$ cat config.mk
export PLATFORM = sky130hd
export DESIGN_NAME = fetch_sequencer
export DESIGN_NICKNAME = d
export VERILOG_FILES = /design/src/rtl/fetch_sequencer.sv
export SDC_FILE = /design/constraint.sdc
export NUM_CORES = 1
export LEC_CHECK = 0
export ABC_CLOCK_PERIOD_IN_PS = 2200
export CAP_MARGIN = 10
export CELL_PAD_IN_SITES_DETAIL_PLACEMENT = 1
export CELL_PAD_IN_SITES_GLOBAL_PLACEMENT = 1
export CORE_UTILIZATION = 30
export DETAILED_ROUTE_END_ITERATION = 10
export GPL_TIMING_DRIVEN = 0
export PLACE_DENSITY_LB_ADDON = 0.1
export SKIP_LAST_GASP = 1
export SLEW_MARGIN = 0
export SYNTH_ARGS = -nofsm -noshare
export SYNTH_HDL_FRONTEND = slang
export SYNTH_SLANG_ARGS = --single-unit
$ cat constraint.sdc
create_clock -name CLK -period 2.2 [get_ports CLK]
set_input_delay 0.66 -clock CLK [delete_from_list [all_inputs] [get_ports CLK]]
set_output_delay 0.66 -clock CLK [all_outputs]
set_load 0.01 [all_outputs]
$ cat src/rtl/fetch_sequencer.sv
// Fetch/execute sequencer: drives instruction-memory reads, holds the
// instruction register and program counter, and strobes EXEC_EN once per
// retired instruction. A bounded fetch wait drops into a sticky fault state
// that START clears.
module fetch_sequencer #(
  parameter logic [4:0] PC_RST  = 5'd0,
  parameter int         TIMEOUT = 8
) (
  input  logic        CLK,
  input  logic        RST,
  input  logic        START,
  input  logic        HALT_REQ,
  output logic        IM_REQ,
  output logic [4:0]  IM_ADDR,
  input  logic        IM_VALID,
  input  logic [15:0] IM_DATA,
  output logic [15:0] IR_OUT,
  input  logic        JMP,
  input  logic [4:0]  JMP_ADDR,
  output logic        EXEC_EN,
  output logic [4:0]  PC,
  output logic        BUSY,
  output logic        FAULT,
  output logic        WRAP,
  output logic [15:0] INSTR_CNT
);

  typedef enum logic [1:0] {S_IDLE, S_FETCH, S_EXEC, S_FLT} state_t;

  localparam logic [15:0] IR_NOP  = 16'hA000;
  // Last miss count before giving up: the TIMEOUT-th empty FETCH cycle faults.
  localparam logic [7:0]  WAIT_LAST = 8'(TIMEOUT - 1);

  state_t      state_q, state_d;
  logic [4:0]  pc_q, pc_d;
  logic [15:0] ir_q, ir_d;
  logic [15:0] cnt_q, cnt_d;
  logic [7:0]  wait_q, wait_d;
  logic        halt_q, halt_d;
  logic        fault_q, fault_d;
  logic        wrap_q, wrap_d;

  // Next-state and datapath updates; everything holds unless a state acts.
  always_comb begin
    state_d = state_q;
    pc_d    = pc_q;
    ir_d    = ir_q;
    cnt_d   = cnt_q;
    wait_d  = wait_q;
    halt_d  = halt_q;
    fault_d = fault_q;
    wrap_d  = 1'b0;
    unique case (state_q)
      S_IDLE: begin
        if (START) begin
          state_d = S_FETCH;
          wait_d  = 8'd0;
        end
      end
      S_FETCH: begin
        if (HALT_REQ) halt_d = 1'b1;
        // Data arriving on the last allowed cycle wins over the timeout.
        if (IM_VALID) begin
          ir_d    = IM_DATA;
          state_d = S_EXEC;
        end else if (wait_q == WAIT_LAST) begin
          state_d = S_FLT;
          fault_d = 1'b1;
        end else begin
          wait_d = wait_q + 8'd1;
        end
      end
      S_EXEC: begin
        pc_d   = JMP ? JMP_ADDR : pc_q + 5'd1;
        // Only sequential roll-over counts as a wrap, not a jump to 0.
        wrap_d = !JMP && (pc_q == 5'd31);
        if (cnt_q != 16'hFFFF) cnt_d = cnt_q + 16'd1;
        if (halt_q || HALT_REQ) begin
          state_d = S_IDLE;
          halt_d  = 1'b0;
        end else begin
          state_d = S_FETCH;
          wait_d  = 8'd0;
        end
      end
      S_FLT: begin
        if (START) begin
          state_d = S_FETCH;
          fault_d = 1'b0;
          wait_d  = 8'd0;
        end
      end
      default: state_d = S_IDLE;
    endcase
  end

  // State registers with asynchronous reset abandoning any operation.
  always_ff @(posedge CLK or posedge RST) begin
    if (RST) begin
      state_q <= S_IDLE;
      pc_q    <= PC_RST;
      ir_q    <= IR_NOP;
      cnt_q   <= 16'd0;
      wait_q  <= 8'd0;
      halt_q  <= 1'b0;
      fault_q <= 1'b0;
      wrap_q  <= 1'b0;
    end else begin
      state_q <= state_d;
      pc_q    <= pc_d;
      ir_q    <= ir_d;
      cnt_q   <= cnt_d;
      wait_q  <= wait_d;
      halt_q  <= halt_d;
      fault_q <= fault_d;
      wrap_q  <= wrap_d;
    end
  end

  // Control outputs decode registered state only.
  assign IM_REQ    = (state_q == S_FETCH);
  assign EXEC_EN   = (state_q == S_EXEC);
  assign BUSY      = (state_q == S_FETCH) || (state_q == S_EXEC);
  assign IM_ADDR   = pc_q;
  assign PC        = pc_q;
  assign IR_OUT    = ir_q;
  assign FAULT     = fault_q;
  assign WRAP      = wrap_q;
  assign INSTR_CNT = cnt_q;

endmodule

=== Word level (Yosys, flattened, before mapping) ===
Index checks and enable logic that the tools add are counted.
Widths: inputs -> output; s select.

* Logic and storage cells: 59
* Register bits after elaboration: 50

* Equality and inequality tests: 15
* Reductions and logical operators: 14
* Add/subtract/negate cells: 3
* Multiplexer cells: 19

{| class="wikitable"
|+ Operator list
! operator !! count
|-
| $mux 8 || 4
|-
| $pmux 8 s3 || 1
|-
| $add 16x1->16 const B || 1
|-
| $ne 16x16->1 const B || 1
|-
| $ne 2x2->1 const B || 5
|-
| $add 8x1->8 const B || 1
|-
| $eq 8x3->1 const B || 1
|-
| $reduce_and 4->1 || 2
|-
| $mux 1 || 7
|-
| $mux 2 || 3
|-
| $ne 2x1->1 const B || 3
|-
| $pmux 2 s3 || 1
|-
| $reduce_and 2->1 || 3
|-
| $add 5x1->5 const B || 1
|-
| $eq 5x5->1 const B || 1
|-
| $mux 5 || 1
|-
| $eq 2x2->1 const B || 2
|-
| $pmux 1 s2 || 2
|-
| $reduce_bool 2->1 || 2
|-
| $ne 3x1->1 const B || 1
|-
| $reduce_and 3->1 || 1
|-
| $eq 2x1->1 const B || 1
|-
| $logic_not 2->1 || 1
|-
| $logic_or 1x1->1 || 2
|-
| other kinds (3) || 3
|}

=== Depth between registers and ports, before layout ===
Gate-level depths: netlist (run 1).

* Depth in word-level cells: 4
* Gate-level depth with buffers: 7

=== Least setup slack after synthesis (run 1) ===
No wires, ideal clock.

* Path type: register -> register
* Start point: register cnt_q[0] (netlist: INSTR_CNT[0])
* End point: register cnt_q[1] (netlist: INSTR_CNT[1])
* Path slack: 0.426 ns
* Arrival time: 1.647 ns
* Clock period less this slack: 1.774 ns
* Stages on the path, launching flop included: 5
* Setup time: 0.128 ns
* Cell sequence: dfrtp_1 -> ha_1 -> nand3_1 -> o41ai_4 -> mux2_1

* Cells in the longest elaborated chain, start to end: 2
* Elaborated cells on any way between the ends: 3

{| class="wikitable"
|+ Ends and longest elaborated chain
! what !! RTL line !! text
|-
| start, declared || 37 || <nowiki>logic [15:0] cnt_q, cnt_d;</nowiki>
|-
| start signal, assigned || 112 || <nowiki>cnt_q <= cnt_d;</nowiki>
|-
| parallel branches: the longest is 2 deep, another holds $add 16x1->16 || -- ||
|}

Several ways; the timed one is not identified.
A chain may end at the register's enable or synchronous reset.

=== Final worst setup path (run 1) ===
* Start point: register pc_q[2] (netlist: IM_ADDR[2])
* End point: output PC[2]

{| class="wikitable"
|+ RTL lines
! what !! RTL line !! text
|-
| start, declared || 35 || <nowiki>logic [4:0] pc_q, pc_d;</nowiki>
|-
| start signal, assigned || 110 || <nowiki>pc_q <= pc_d;</nowiki>
|-
| end, declared || 21 || <nowiki>output logic [4:0] PC,</nowiki>
|}

No word-level cell between the ends.

==> flow_metrics.tcl, run 1 <==
set metrics [dict create \
    yosysTopAreaCellShare_pct 48.4 \
    drc 0 \
    critPathTopFamily "buffers and inverters" \
    r2r_end "IR_OUT[6]" \
    path_cells "buf_4, clkdlybuf4s50_1" \
    hpwl_um 4310 \
    antenna_found_initial 0 \
    outcome "finished clean" \
    grt_pass1_wl_um 9790 \
    cts_sinks 50 \
    cp_num_buf_inv 2 \
    wl_per_cell_um 14.4 \
    cp_data_required_time_ps 1540 \
    die_w_um 92.9 \
    cts_tree "yes" \
    final_layout_size_suffix_gt1_share_pct 14.7 \
    final_cell_mix "clkdlybuf4s50_1, dfrtp_1, mux2_2" \
    final_core_util_pct 44.4 \
    numPortBuffers 72 \
    finalNetCount 339 \
    seq_area_frac_synth_pct 50.5 \
    stdcell_count 408 \
    area_growth_pct 40.4 \
    p_per_area_nw_per_um2 1120 \
    cp-start-kind "flip-flop" \
    vdd_drop_max_uv 382 \
    path_clk_slew_ps 90 \
    grt_max_degree 36 \
    rsz0062_at_grt "no" \
    first_pass_iters 4 \
    grt.total_usage_pct 14.2 \
    syn_avg_cell_area_um2 11.1 \
    syn_inst 224 \
    grt-ovfl-total 0 \
    crit_start "IM_ADDR[2]" \
    hold_viol_final 0 \
    insertion_delay_ps 300 \
    tightest_slew_ps 702 \
    grt_pass1_vias 1976 \
    cp.depth 2 \
    clockBufferDepth 2 \
    ff2ff_setup_slack_ps 230 \
    h-tree-depth 2 \
    min-delay-start "wait_q[7]" \
    antennaDiodeCount 0 \
    initial_core_util_pct 31.6 \
    fp-row-count 32 \
    cp_max_fo 7 \
    drt_iter0_markers 51 \
    drtAntennaViolNets 0 \
    maxCapViolCount 0 \
    min_period_ps 2130 \
    yosysUniqueCellTypes 46 \
    routabilityCongestion 0.723 \
    place_ws_ps -204 \
    fp.dieArea_um2 8640 \
    wirelength_um 5880 \
    synth_nets 258 \
    r2r_start "state_q[0]" \
    hold_ws_ps 494 \
    synth_async_sr_flop_share_pct 100 \
    core_area_um2 7850 \
    yosys.area.top_type "dfrtp_1" \
    setup_violations 0 \
    setup_ws_ps 73.3 \
    ioPinCount 74 \
    synthesis.area_um2 2480 \
    cts_buffers 5 \
    place_inst 399 \
    max_stage_delay_ps 520 \
    relSlewSlack_pct 53.1 \
    reg2reg_depth 6 \
    path_class "flip-flop to output port" \
    fill_cells 891 \
    post-route-period-util_pct 96.7 \
    cts_hold_buffers 0 \
    slowest_stage "clkdlybuf4s50_1" \
    die_h_um 92.9 \
    synth_flop_cell "dfrtp_1" \
    crit_end "PC[2]" \
    cts-root-buf "clkbuf_8" \
    vias 1970 \
    layout_commonest_cell "clkdlybuf4s50_1" \
    p_leak_nw 1.52 \
    end_kind "output port" \
    ys_ff_latch 50 \
    finClkSkew_ps 8.13 \
    drv_slew 0 \
    synth_area_leaders "dfrtp_1, mux2_2, xor2_1" \
    synth_edf_count 0 \
    clock.fmax_mhz 470 \
    hold_class "flip-flop to flip-flop" \
    final_area_um2 3480 \
    yosys_warnings 0 \
    worstPathArrival_ps 1470 \
    viasPerCell 4.83 \
    place_area_um2 3350 \
]
cells by family (layout without fill, tap and decap cells):
| kind of cell | Yosys count | in the layout | synth area share, % |
|---|---|---|---|
| and+or+nand+nor | 70 | 70 | 14.9 |
| DFF | 50 | 50 | 50.5 |
| AOI/OAI and AO/OA | 35 | 35 | 10.5 |
| muxes | 24 | 24 | 10.6 |
| buffers and inverters | 23 | 105 | 4.59 |
| xor gates and xnor gates | 15 | 15 | 5.30 |
| adders and majority gates | 7 | 7 | 3.53 |
registers in the layout, summed over array words and instances, names as in the netlist:
| signal | cells |
|---|---|
| INSTR_CNT | 16 |
| IR_OUT | 16 |
| wait_q | 8 |
| IM_ADDR | 5 |
| state_q | 2 |
| FAULT | 1 |
| WRAP | 1 |
| halt_q | 1 |
synthesized netlist by cell type (2+ instances only):
| library cell | number |
|---|---|
| and3_1 | 6 |
| nand2_1 | 13 |
| ha_1 | 7 |
| dfstp_2 | 2 |
| nor2_1 | 16 |
| a21oi_1 | 6 |
| buf_4 | 5 |
| inv_1 | 12 |
| nor4_1 | 5 |
| o21ai_1 | 3 |
| a22o_1 | 3 |
| nor3b_1 | 2 |
| dfrtp_1 | 48 |
| o21ai_0 | 3 |
| nand4_1 | 6 |
| mux2i_1 | 5 |
| mux2_2 | 18 |
| nand3_1 | 10 |
| xnor2_1 | 3 |
| nor3_1 | 2 |
| xor2_1 | 12 |
| a31oi_1 | 7 |
| nand3b_1 | 2 |
| clkbuf_1 | 3 |
| nand2b_1 | 2 |
| o22ai_1 | 3 |
final cells by class:
type / count / area (µm²) / area share (%)
plain buffers: 11 / 68.8 / 1.98
repair buffers: 74 / 752 / 21.6
inverters: 12 / 45.0 / 1.29
multi-input cells: 151 / 1130 / 32.4
clock buffers: 7 / 76.3 / 2.19
clock inverters: 1 / 30.0 / 0.862
well taps: 102 / 128 / 3.66
flip-flops and latches: 50 / 1250 / 36.0
routing by layer:
| metal | routed length (µm) | part of all wire, % | global-route usage [%] | up-vias |
|---|---|---|---|---|
| met1 | 2790 | 47 | 19.5 | 978 |
| met5 | 0 | 0 | 0 | - |
| met4 | 31 | 0.53 | 2.69 | 0 |
| met2 | 2910 | 50 | 23.3 | 28 |
| li1 | - | - | - | 960 |
| met3 | 144 | 2.4 | 2.96 | 4 |
stage by stage:
| step | setup TNS, ps | total power, W |
|---|---|---|
| floorplan | 0 | 0.00237 |
| global placement | -38900 | 0.00324 |
| detailed placement | -2030 | 0.00328 |
| CTS | -131 | 0.00395 |
| global route | 0 | 0.00419 |
| finish | 0 | 0.00391 |
worst min-delay path by stage:
stage	to	slack (ps)	cells past startpoint
floorplan	wait_q[7]	450	1
global placement	IR_OUT[0]	490	1
detailed placement	wait_q[7]	490	1
CTS	wait_q[7]	500	1
global route	wait_q[0]	530	1
finish	wait_q[7]	490	1
repair_timing:
item / 4_1_cts / 5_1_grt
resized for setup: 2 / 5
gates cloned: 0 / 0
setup endpoints to repair: 2 / 10
setup buffers: 1 / 0
where the power goes:
part	leakage [nW]	switching (W)	internal (W)	total (W)
logic	0.832	0.000768	0.00103	0.00180
clock network	0.0524	0.000305	0.000341	0.000646
registers	0.632	0.000247	0.00122	0.00147
total	1.52	0.00132	0.00259	0.00391
No activity file was read; power rests on OpenSTA's default activity.
==> run 2, diff against run 1 <==
--- a/config.mk
+++ b/config.mk
@@ -5,10 +5,10 @@
 export SDC_FILE = /design/constraint.sdc
 export NUM_CORES = 1
 export LEC_CHECK = 0
-export ABC_CLOCK_PERIOD_IN_PS = 2200
 export CAP_MARGIN = 10
 export CELL_PAD_IN_SITES_DETAIL_PLACEMENT = 1
 export CELL_PAD_IN_SITES_GLOBAL_PLACEMENT = 1
+export CORE_ASPECT_RATIO = 0.9
 export CORE_UTILIZATION = 30
 export DETAILED_ROUTE_END_ITERATION = 10
 export GPL_TIMING_DRIVEN = 0
==> flow_metrics.tcl, run 2 (synthesis gave the netlist of run 1 again) <==
set metrics [dict create \
    p_leak_nw 1.52 \
    path_clk_slew_ps 90 \
    ioPinCount 74 \
    cp_data_required_time_ps 1540 \
    grt_max_degree 32 \
    routabilityCongestion 0.715 \
    cts_hold_buffers 0 \
    max_stage_delay_ps 520 \
    hold_viol_final 0 \
    cts_buffers 5 \
    finClkSkew_ps 4.53 \
    wl_per_cell_um 14.3 \
    cts_tree "yes" \
    h-tree-depth 2 \
    numPortBuffers 72 \
    insertion_delay_ps 300 \
    viasPerCell 4.94 \
    path_class "flip-flop to output port" \
    relSlewSlack_pct 51.4 \
    grt_pass1_wl_um 9800 \
    slowest_stage "clkdlybuf4s50_1" \
    r2r_start "INSTR_CNT[0]" \
    first_pass_iters 7 \
    hpwl_um 4320 \
    drt_iter0_markers 102 \
    core_area_um2 8030 \
    multi_input_comb_area_um2 1130 \
    path_cells "buf_4, clkdlybuf4s50_1" \
    min-delay-start "wait_q[0]" \
    hold_class "flip-flop to flip-flop" \
    post-route-period-util_pct 95.6 \
    setup_violations 0 \
    vias 2002 \
    vdd_drop_max_uv 510 \
    wirelength_um 5810 \
    maxCapViolCount 0 \
    min_period_ps 2100 \
    ff2ff_setup_slack_ps 210 \
    antenna_found_initial 0 \
    antennaDiodeCount 0 \
    ff_latch_area_um2 1250 \
    grt.total_usage_pct 14.4 \
    die_w_um 97.9 \
    layout_commonest_cell "clkdlybuf4s50_1" \
    clock.fmax_mhz 475 \
    holdPathEnd "wait_q[0]" \
    die_h_um 88.3 \
    grt-ovfl-total 0 \
    clockBufferDepth 2 \
    final_layout_size_suffix_gt1_share_pct 15.0 \
    grt_pass1_vias 1973 \
    cp-start-kind "flip-flop" \
    drc 14 \
    finalNetCount 339 \
    tightest_slew_ps 723 \
    power.total_w 0.00390 \
    drtAntennaViolNets 0 \
    initial_core_util_pct 30.9 \
    rsz0062_at_grt "no" \
    r2r_end "INSTR_CNT[15]" \
    hold_depth 1 \
    final_cell_mix "clkdlybuf4s50_1, dfrtp_1, mux2_2" \
    drv_slew 0 \
    hold_ws_ps 501 \
    end_kind "output port" \
    p_per_area_nw_per_um2 1120 \
    cp_max_fo 7 \
    cts-root-buf "clkbuf_8" \
    area_growth_pct 40.4 \
    cts_sinks 50 \
    violations "DRC" \
    worstPathArrival_ps 1440 \
    fp-row-count 31 \
    reg2reg_depth 5 \
    outcome "finished, violations left" \
    fill_cells 898 \
    fp.dieArea_um2 8640 \
]
-- run 2: final cells by class --
class / count / share of cell area (%)
multi-input cells: 151 / 32.5
plain buffers: 11 / 1.98
clock inverters: 1 / 0.862
flip-flops and latches: 50 / 36.0
clock buffers: 7 / 2.19
well taps: 99 / 3.56
repair buffers: 74 / 21.6
inverters: 12 / 1.29
-- run 2: stage by stage --
step	cells	TNS (ps)	utilization, %	worst slack [ps]	area (µm²)
after global routing	405	0	43.4	2.72	3480
after CTS	405	-140	43.1	-119	3460
after global placement	395	-39400	41.4	-776	3330
final	405	0	43.4	96.1	3480
after floorplan	224	0	-	342	2480
after detailed placement	396	-2010	41.7	-245	3350
-- run 2: repair_timing --
item	in CTS	in global routing
resized for setup	2	6
gates cloned	0	0
buffers inserted	1	0
pin swaps	0	0
endpoints found under the setup margin	2	17
-- run 2: worst max-delay path, delay by kind of cell (launching register included) --
| kind | cells | cell delay [ps] |
|---|---|---|
| buffers and inverters | 2 | 670 |
| flip-flops | 1 | 480 |
-- run 2: how the worst max path moves through the flow --
stage / from / to / slack (ps)
floorplan: RST / FAULT / 340
global placement: RST / wait_q[0] / -780
detailed placement: HALT_REQ / wait_q[7] / -240
CTS: state_q[0] / EXEC_EN / -120
global route: IM_ADDR[2] / PC[2] / 3
finish: IM_ADDR[2] / PC[2] / 100
-- run 2: power by group --
part	switching [W]	total, W	internal, W
logic	0.000765	0.00180	0.00103
registers	0.000239	0.00146	0.00122
clock network	0.000302	0.000643	0.000341
-- run 2: metal layers --
metal,track usage (%),vias up,share of wire (%)
met1,20.2,983,48
met2,21.6,53,43
met3,4.27,5,7.2
met5,0,-,0
li1,-,961,-
met4,4.13,0,1.2
==> run 3, diff against run 2 <==
--- a/config.mk
+++ b/config.mk
@@ -11,6 +11,7 @@
 export CORE_ASPECT_RATIO = 0.9
 export CORE_UTILIZATION = 30
 export DETAILED_ROUTE_END_ITERATION = 10
+export GPL_ROUTABILITY_DRIVEN = 0
 export GPL_TIMING_DRIVEN = 0
 export PLACE_DENSITY_LB_ADDON = 0.1
 export SKIP_LAST_GASP = 1
==> results of run 3 <==
No change in the layout: final DEF, timing and power equal those of run 2.
